<file path="src/rtl/fifo_wptr_full.sv">
// ============================================================================
// Module   : fifo_wptr_full
// Purpose  : Write-domain pointer, full/almost-full/overflow flags and fill
//            level for an asynchronous FIFO.
// Revision : 1.0 - initial release
// ============================================================================
`default_nettype none

module fifo_wptr_full #(
  parameter int ADDR_WIDTH   = 4,
  parameter int AFULL_THRESH = 14
) (
  input  logic                  clk,
  input  logic                  rst_n,
  input  logic                  winc,
  input  logic [ADDR_WIDTH:0]   rptr_sync,
  output logic                  wr_en,
  output logic [ADDR_WIDTH-1:0] waddr,
  output logic [ADDR_WIDTH:0]   wptr,
  output logic                  wfull,
  output logic                  almost_full,
  output logic [ADDR_WIDTH:0]   wlevel,
  output logic                  overflow
);

  localparam int              PW             = ADDR_WIDTH + 1;
  localparam logic [PW-1:0]   c_afull_thresh = PW'(AFULL_THRESH);

  logic [PW-1:0] r_wbin;
  logic [PW-1:0] w_wbin_next;
  logic [PW-1:0] w_wgray_next;
  logic [PW-1:0] w_rbin_s;
  logic [PW-1:0] w_level_next;
  logic [PW-1:0] w_full_ptr;
  logic          w_full_next;

  assign wr_en        = winc & ~wfull;
  assign w_wbin_next  = r_wbin + {{ADDR_WIDTH{1'b0}}, wr_en};
  assign w_wgray_next = (w_wbin_next >> 1) ^ w_wbin_next;

  // Gray-to-binary of the synchronized read pointer: XOR prefix from the MSB.
  for (genvar i = 0; i < PW; i++) begin : g_gray2bin
    assign w_rbin_s[i] = ^rptr_sync[PW-1:i];
  end

  assign w_level_next = w_wbin_next - w_rbin_s;

  // Full when the write Gray pointer equals the read pointer with its top two
  // bits inverted; stays in the Gray domain so no write-side conversion.
  assign w_full_ptr  = {~rptr_sync[PW-1:PW-2], rptr_sync[PW-3:0]};
  assign w_full_next = (w_wgray_next == w_full_ptr);

  always_ff @(posedge clk or negedge rst_n) begin
    if (!rst_n) begin
      r_wbin      <= '0;
      wptr        <= '0;
      waddr       <= '0;
      wfull       <= 1'b0;
      almost_full <= 1'b0;
      wlevel      <= '0;
      overflow    <= 1'b0;
    end else begin
      r_wbin      <= w_wbin_next;
      wptr        <= w_wgray_next;
      waddr       <= w_wbin_next[ADDR_WIDTH-1:0];
      wfull       <= w_full_next;
      almost_full <= (w_level_next >= c_afull_thresh);
      wlevel      <= w_level_next;
      overflow    <= overflow | (winc & wfull);
    end
  end

endmodule

`default_nettype wire

</file>
<file path="config.mk">
export PLATFORM = sky130hd
export DESIGN_NAME = fifo_wptr_full
export DESIGN_NICKNAME = d
export VERILOG_FILES = /design/src/rtl/fifo_wptr_full.sv
export SDC_FILE = /design/constraint.sdc
export NUM_CORES = 1
export LEC_CHECK = 0
export CAP_MARGIN = 0
export CORE_UTILIZATION = 50
export CTS_CLUSTER_SIZE = 20
export DETAILED_ROUTE_END_ITERATION = 8
export GPL_ROUTABILITY_DRIVEN = 0
export GPL_TIMING_DRIVEN = 1
export PLACE_DENSITY = 0.83
export SLEW_MARGIN = 20
export SYNTH_ARGS = -nofsm -noshare
export SYNTH_HDL_FRONTEND = slang
export SYNTH_SLANG_ARGS = --single-unit
</file>
<file path="constraint.sdc">
create_clock -name clk -period 3.7 [get_ports clk]
set_clock_uncertainty 0.2 [all_clocks]
set_input_delay 0.555 -clock clk [delete_from_list [all_inputs] [get_ports clk]]
set_output_delay 0.555 -clock clk [all_outputs]
set_load 0.01 [all_outputs]
</file>
==> results of run 1 <==
cell families after synthesis:
logic type | Yosys count
compound gates | 7
xor+xnor | 20
fa+ha+maj | 8
buf+inv | 7
flops | 17
mux | 1
simple gates | 19
worst paths after layout:
kind	start	end	slack, ps	depth (start not counted)
min in group asynchronous	rst_n	wptr[1]$_DFF_PN0_	500	1
min	overflow$_DFF_PN0_	overflow$_DFF_PN0_	260	1
max reg2reg	wfull$_DFF_PN0_	almost_full$_DFF_PN0_	1110	8
max	rptr_sync[3]	almost_full$_DFF_PN0_	640	10
max in group asynchronous	rst_n	r_wbin[4]$_DFF_PN0_	2330	1
min reg2reg	overflow$_DFF_PN0_	overflow$_DFF_PN0_	260	1
power by group:
| part | internal [W] | switching [W] |
|---|---|---|
| combinational | 0.000418 | 0.000384 |
| clock | 0.0000418 | 0.0000563 |
| sequential | 0.000290 | 0.0000635 |
layout by cell type, fill, tap and decap left out, drive strengths merged, types with 2 or more instances in the layout:
cell / instances
dfrtp: 17
ha: 7
xnor2: 10
and2: 2
nand2: 5
nor2b: 2
xor2: 9
inv: 7
nor2: 2
clkbuf: 4
nand2b: 2
clkdlybuf4s50: 25
o21ai: 2
routing by layer:
metal  vias to the layer above  GRT usage [%]  part of all wire, %
li1                        316              -                    -
met1                       322           21.6                   41
met2                        26           35.7                   53
met3                         4           2.40                  4.1
met4                         0           10.9                  1.2
met5                         -              0                    0
critical path, cell delays in order:
cell	delay, ps
clkdlybuf4s50_1	470
xnor2_2	240
xor2_1	250
xor2_1	300
xnor2_1	120
ha_1	220
fa_1	400
o21ai_0	220
xnor2_1	160
o31ai_1	100
stage by stage:
step                      cells  utilization [%]
final                       133             71.7
after floorplan              79                -
after global routing        133             71.7
after CTS                   133             71.7
after global placement      129             70.2
after detailed placement    129             70.2
cell type report:
type | instances | area [µm²] | share of cell area [%]
clock buffer | 4 | 26.3 | 2.12
sequential | 17 | 425 | 34.3
multi-input combinational | 55 | 479 | 38.7
inverter | 7 | 26.3 | 2.12
timing repair buffer | 25 | 250 | 20.2
tap | 25 | 31.3 | 2.53
sequential cells by signal, summed over array words and instances (netlist names):
name / cells
almost_full: 1
overflow: 1
r_wbin: 2
waddr: 3
wfull: 1
wlevel: 5
wptr: 4
==> flow_metrics.env, run 1 <==
export IMPL_path_clk_slew_ps=100
export IMPL_cp_end_kind="flop"
export IMPL_synthSimpleGateAreaFrac_pct=12.0
export IMPL_hold_class="reg2reg"
export IMPL_leakage_nw=0.559
export IMPL_async_reset_ff_share_pct=100
export IMPL_vias_per_cell=5.02
export IMPL_antenna_found_initial=0
export IMPL_ys_ff_latch=17
export IMPL_drc_errors=0
export IMPL_max_clock_freq_ghz=0.327
export IMPL_max_slew_margin_pct=50.3
export IMPL_drive_above_1_share_pct=5.56
export IMPL_grt_start_max_net_pins=18
export IMPL_synth_most_common_cell="dfrtp_1"
export IMPL_ioPinCount=26
export IMPL_cts_hold_buffers=0
export IMPL_synth_adder_area_share_pct=11.6
export IMPL_drtIter0Drc=10
export IMPL_dieArea_um2=2040
export IMPL_cts_tree="yes"
export IMPL_critPathLaunchType="input port"
export IMPL_port_buffers=25
export IMPL_final_max_slew_viol_count=0
export IMPL_final_hold_viol_count=0
export IMPL_rows=15
export IMPL_synthXorXnorAreaFrac_pct=21.9
export IMPL_avgSynthCellArea_um2=11.8
export IMPL_die_w_um=45.2
export IMPL_cts_num_sinks=17
export IMPL_synth_top_area_share_pct=45.7
export IMPL_place_ws_ps=321
export IMPL_place_area_um2=1210
export IMPL_fin_setup_tns_ps=0
export IMPL_area_growth_pct=33.1
export IMPL_synth_area_leaders="dfrtp_1, ha_1, xnor2_1"
export IMPL_grt_pass1_wl_um=2720
export IMPL_first_pass_iters=4
export IMPL_fin_crit_sh_pct=82.8
export IMPL_setup_viol_count_final=0
export IMPL_die_h_um=45.2
export IMPL_synthCells=79
export IMPL_cts_root_buf="clkbuf_4"
export IMPL_status="finished clean"
export IMPL_antennaDiodeCount=0
export IMPL_fin_crit_ps=3060
export IMPL_post_cts_resized=0
export IMPL_critPathArrivalTime_ps=3040
export IMPL_synth_nets=95
export IMPL_p_per_area_nw_per_um2=1010
export IMPL_core_area_um2=1730
export IMPL_grt_usage_pct=19.5
export IMPL_syn_cell_area_um2=931
export IMPL_finalPower_w=0.00125
export IMPL_cp_data_required_time_ps=3670
export IMPL_yosysSeqAreaShare_pct=45.7
export IMPL_cap_violations=0
export IMPL_timing_hold_ws_ps=262
export IMPL_grt_pass1_vias=627
export IMPL_path_max_fanout=3
export IMPL_drtAntennaViolNets=0
export IMPL_ys_flop_type="dfrtp_1"
export IMPL_yosysTopAreaCell="dfrtp_1"
export IMPL_synth_top_family_by_area="XOR/XNOR gates"
export IMPL_post_cts_setup_buffer_count=0
export IMPL_wire_per_inst_um=12.7
export IMPL_yosysWarnings=0
export IMPL_synthMuxAreaShare_pct=1.08
export IMPL_num_fill_cells=147
export IMPL_cts_buffer_depth=2
export IMPL_fin_area_um2=1240
export IMPL_wl_um=1690
export IMPL_start_util_pct=53.9
export IMPL_rsz0062_at_grt="false"
export IMPL_vdd_drop_max_mv=0.547
export IMPL_synth_enable_flop_cells=0
export IMPL_clk_latency_ps=280
export IMPL_worst_slew_pin_slew_ps=743
export IMPL_synth_compound_area_share_pct=4.97
export IMPL_grt_overflow=0
export IMPL_crit_type="in2reg"
export IMPL_cts_htree_levels=1
export IMPL_layout_nets=125
export IMPL_vias=668
export IMPL_fin_ws_ps=638
export IMPL_dp_hpwl_um=1340
export IMPL_numCtsBuffers=3
export IMPL_yosys_top_cells_count="dfrtp_1, xnor2_1, xor2_1, ha_1, inv_1"
export IMPL_ys_types=27
No activity file was read; power rests on OpenSTA's default activity.
==> inputs of run 2 (changes only) <==
--- a/config.mk
+++ b/config.mk
@@ -6,12 +6,12 @@
 export NUM_CORES = 1
 export LEC_CHECK = 0
 export CAP_MARGIN = 0
-export CORE_UTILIZATION = 50
+export CORE_UTILIZATION = 42
 export CTS_CLUSTER_SIZE = 20
 export DETAILED_ROUTE_END_ITERATION = 8
 export GPL_ROUTABILITY_DRIVEN = 0
 export GPL_TIMING_DRIVEN = 1
-export PLACE_DENSITY = 0.83
+export PLACE_DENSITY = 0.74
 export SLEW_MARGIN = 20
 export SYNTH_ARGS = -nofsm -noshare
 export SYNTH_HDL_FRONTEND = slang
==> constraint.sdc (replaced) <==
create_clock -name clk -period 2.7 [get_ports clk]
set_clock_uncertainty 0.2 [all_clocks]
set_input_delay 0.405 -clock clk [delete_from_list [all_inputs] [get_ports clk]]
set_output_delay 0.405 -clock clk [all_outputs]
set_load 0.01 [all_outputs]
==> run 2 against run 1 <==
Against the previous run:
- clock power grew 39%
- highest routed layer unchanged
- critical endpoint unchanged
- first-iteration DRC count down 60%
- core utilization decreased by 1.9 points
- power grew 58%
- via count is 7.5% higher
- global-route usage fell by 1.8 points
- sequential power is 38% higher
- setup slack worse by 530 ps
- largest cell class unchanged
==> flow_metrics.env, run 2 (synthesized netlist as in run 1, its figures left out) <==
export IMPL_wire_per_inst_um=12.2
export IMPL_critPathArrivalTime_ps=2560
export IMPL_fin_crit_sh_pct=95.9
export IMPL_largest_reg_flops=5
export IMPL_cp_end_kind="flop"
export IMPL_cts_hold_buffers=0
export IMPL_numCtsBuffers=3
export IMPL_cp_data_required_time_ps=2670
export IMPL_layout_nets=143
export IMPL_path_cells="clkdlybuf4s50_1 -> nor2b_2 -> ha_2 -> and2_1 -> nand2_1 -> nand2_1 -> nand2_1 -> ha_1 -> a21oi_2 -> o21ai_2 -> xnor2_1 -> o31ai_1"
export IMPL_num_fill_cells=158
export IMPL_start_util_pct=46.0
export IMPL_dieArea_um2=2410
export IMPL_r2r_start="wfull$_DFF_PN0_"
export IMPL_grt_usage_pct=17.8
export IMPL_cp_top_family="simple AND/OR/NAND/NOR gates"
export IMPL_path_max_fanout=3
export IMPL_max_clock_freq_ghz=0.386
export IMPL_mostFrequentLayoutCells="clkdlybuf4s50_1, buf_4, dfrtp_1"
export IMPL_antenna_found_initial=0
export IMPL_regMostFlops="wlevel"
export IMPL_fin_crit_ps=2590
export IMPL_core_area_um2=2020
export IMPL_comb_power_share_pct=68.6
export IMPL_critPathBufInv=1
export IMPL_grt_start_max_net_pins=18
export IMPL_grt_pass1_wl_um=3160
export IMPL_ioPinCount=26
export IMPL_fin_ws_ps=111
export IMPL_cap_violations=0
export IMPL_setup_viol_count_final=0
export IMPL_vdd_drop_max_mv=0.759
export IMPL_worstReg2RegEnd="almost_full$_DFF_PN0_"
export IMPL_switching_share_pct=38.2
export IMPL_cpMostUsedCell="nand2_1"
export IMPL_reg2reg_setup_slack_ps=310
export IMPL_area_growth_pct=51.6
export IMPL_port_buffers=25
export IMPL_cts_tree="yes"
export IMPL_wl_um=1870
export IMPL_multi_input_area_um2=509
export IMPL_holdPathEnd="overflow$_DFF_PN0_"
export IMPL_grt_pass1_vias=750
export IMPL_hold_class="reg2reg"
export IMPL_rr_worst_depth=11
export IMPL_cts_num_sinks=17
export IMPL_cts_htree_levels=1
export IMPL_vias_per_cell=4.69
export IMPL_critPathMaxStageDelay_ps=480
export IMPL_antennaDiodeCount=0
export IMPL_leakage_nw=0.672
export IMPL_place_ws_ps=-397
export IMPL_seqPwrFrac_pct=24.6
export IMPL_hold_start="overflow$_DFF_PN0_"
export IMPL_p_int_w=0.00123
export IMPL_critPathLaunchType="input port"
export IMPL_fin_area_um2=1410
export IMPL_drtAntennaViolNets=0
export IMPL_worst_slew_pin_slew_ps=744
export IMPL_place_area_um2=1340
export IMPL_crit_slowest_cell="clkdlybuf4s50_1"
export IMPL_crit_type="in2reg"
export IMPL_first_pass_iters=4
export IMPL_postLayoutCoreUtil_pct=69.8
export IMPL_drc_errors=0
export IMPL_cp_depth=12
export IMPL_seqCellArea_um2=425
export IMPL_status="finished clean"
export IMPL_path_clk_slew_ps=100
export IMPL_mostFrequentLayoutCell="clkdlybuf4s50_1"
export IMPL_p_clk_share_pct=6.9
export IMPL_top_regs="wlevel (5), wptr (4), waddr (3)"
export IMPL_max_slew_margin_pct=50.3
export IMPL_die_h_um=49.1
export IMPL_cts_buffer_depth=2
export IMPL_rows=16
export IMPL_cts_root_buf="clkbuf_4"
export IMPL_switchingPower_w=0.000757
export IMPL_drtIter0Drc=4
export IMPL_p_per_area_nw_per_um2=1410
export IMPL_grt_overflow=0
export IMPL_die_w_um=49.1
export IMPL_drive_above_1_share_pct=25.4
export IMPL_dp_hpwl_um=1370
export IMPL_vias=718
export IMPL_final_max_slew_viol_count=0
export IMPL_min_path_cells=1
export IMPL_final_hold_viol_count=0
export IMPL_clk_latency_ps=290
==> run 2: changes by cell type in the layout (fill, tap and decap cells not counted), sizes merged <==
| cell | previous run | this run |
|---|---|---|
| buf | 0 | 18 |
| clkdlybuf4s50 | 25 | 23 |
| dlymetal6s2s | 0 | 2 |
==> run 2: layer usage <==
layer	share of wire [%]	track usage (%)	routed length [µm]
met5	0	0	0
met4	2.1	9.80	40
met3	3.3	3.12	62
met2	52	29.5	963
met1	43	21.6	798
==> run 2: how the worst max path moves through the flow <==
stage                             to  slack, ps    startpoint
4_1_cts        almost_full$_DFF_PN0_         10  rptr_sync[3]
6_report       almost_full$_DFF_PN0_        110          winc
5_1_grt        almost_full$_DFF_PN0_        -40          winc
3_5_place_dp   almost_full$_DFF_PN0_       -400  rptr_sync[3]
2_1_floorplan  almost_full$_DFF_PN0_        170  rptr_sync[3]
3_3_place_gp   almost_full$_DFF_PN0_       -310  rptr_sync[3]
==> run 2: power by group through the flow <==
stage	logic [W]	registers, W	clock network (W)
floorplan	0.000631	0.000549	0
CTS	0.00134	0.000487	0.000137
detailed placement	0.00128	0.000491	0
finish	0.00136	0.000487	0.000136
global placement	0.00126	0.000485	0
global route	0.00150	0.000509	0.000151
==> run 2: through the flow <==
step | instances | setup TNS (ps) | hold WS (ps) | power (W)
2_1_floorplan | 79 | 0 | -90.6 | 0.00118
3_3_place_gp | 148 | -909 | 243 | 0.00174
3_5_place_dp | 148 | -1250 | 243 | 0.00177
4_1_cts | 153 | 0 | 265 | 0.00196
5_1_grt | 153 | -41.7 | 313 | 0.00216
6_report | 153 | 0 | 266 | 0.00198
==> run 2: worst register-to-register path, stage by stage (launching register included) <==
cell	delay [ps]
dfrtp_1	420
nor2b_2	170
ha_2	230
and2_1	160
nand2_1	60
nand2_1	80
nand2_1	100
ha_1	320
a21oi_2	170
o21ai_2	80
xnor2_1	180
o31ai_1	100
==> run 2: what timing repair did <==
item,4_1_cts,5_1_grt
endpoints found under the setup margin,2,3
pin swaps,2,5
gates resized for setup,4,8
buffers inserted,1,0
==> run 2: area by class of cell <==
type                       instances  share of cell area [%]
inverter                           7                    1.86
clock buffer                       4                    1.86
multi-input combinational         55                    36.1
timing repair buffer              43                    27.7
sequential                        17                    30.1
tap                               27                    2.39
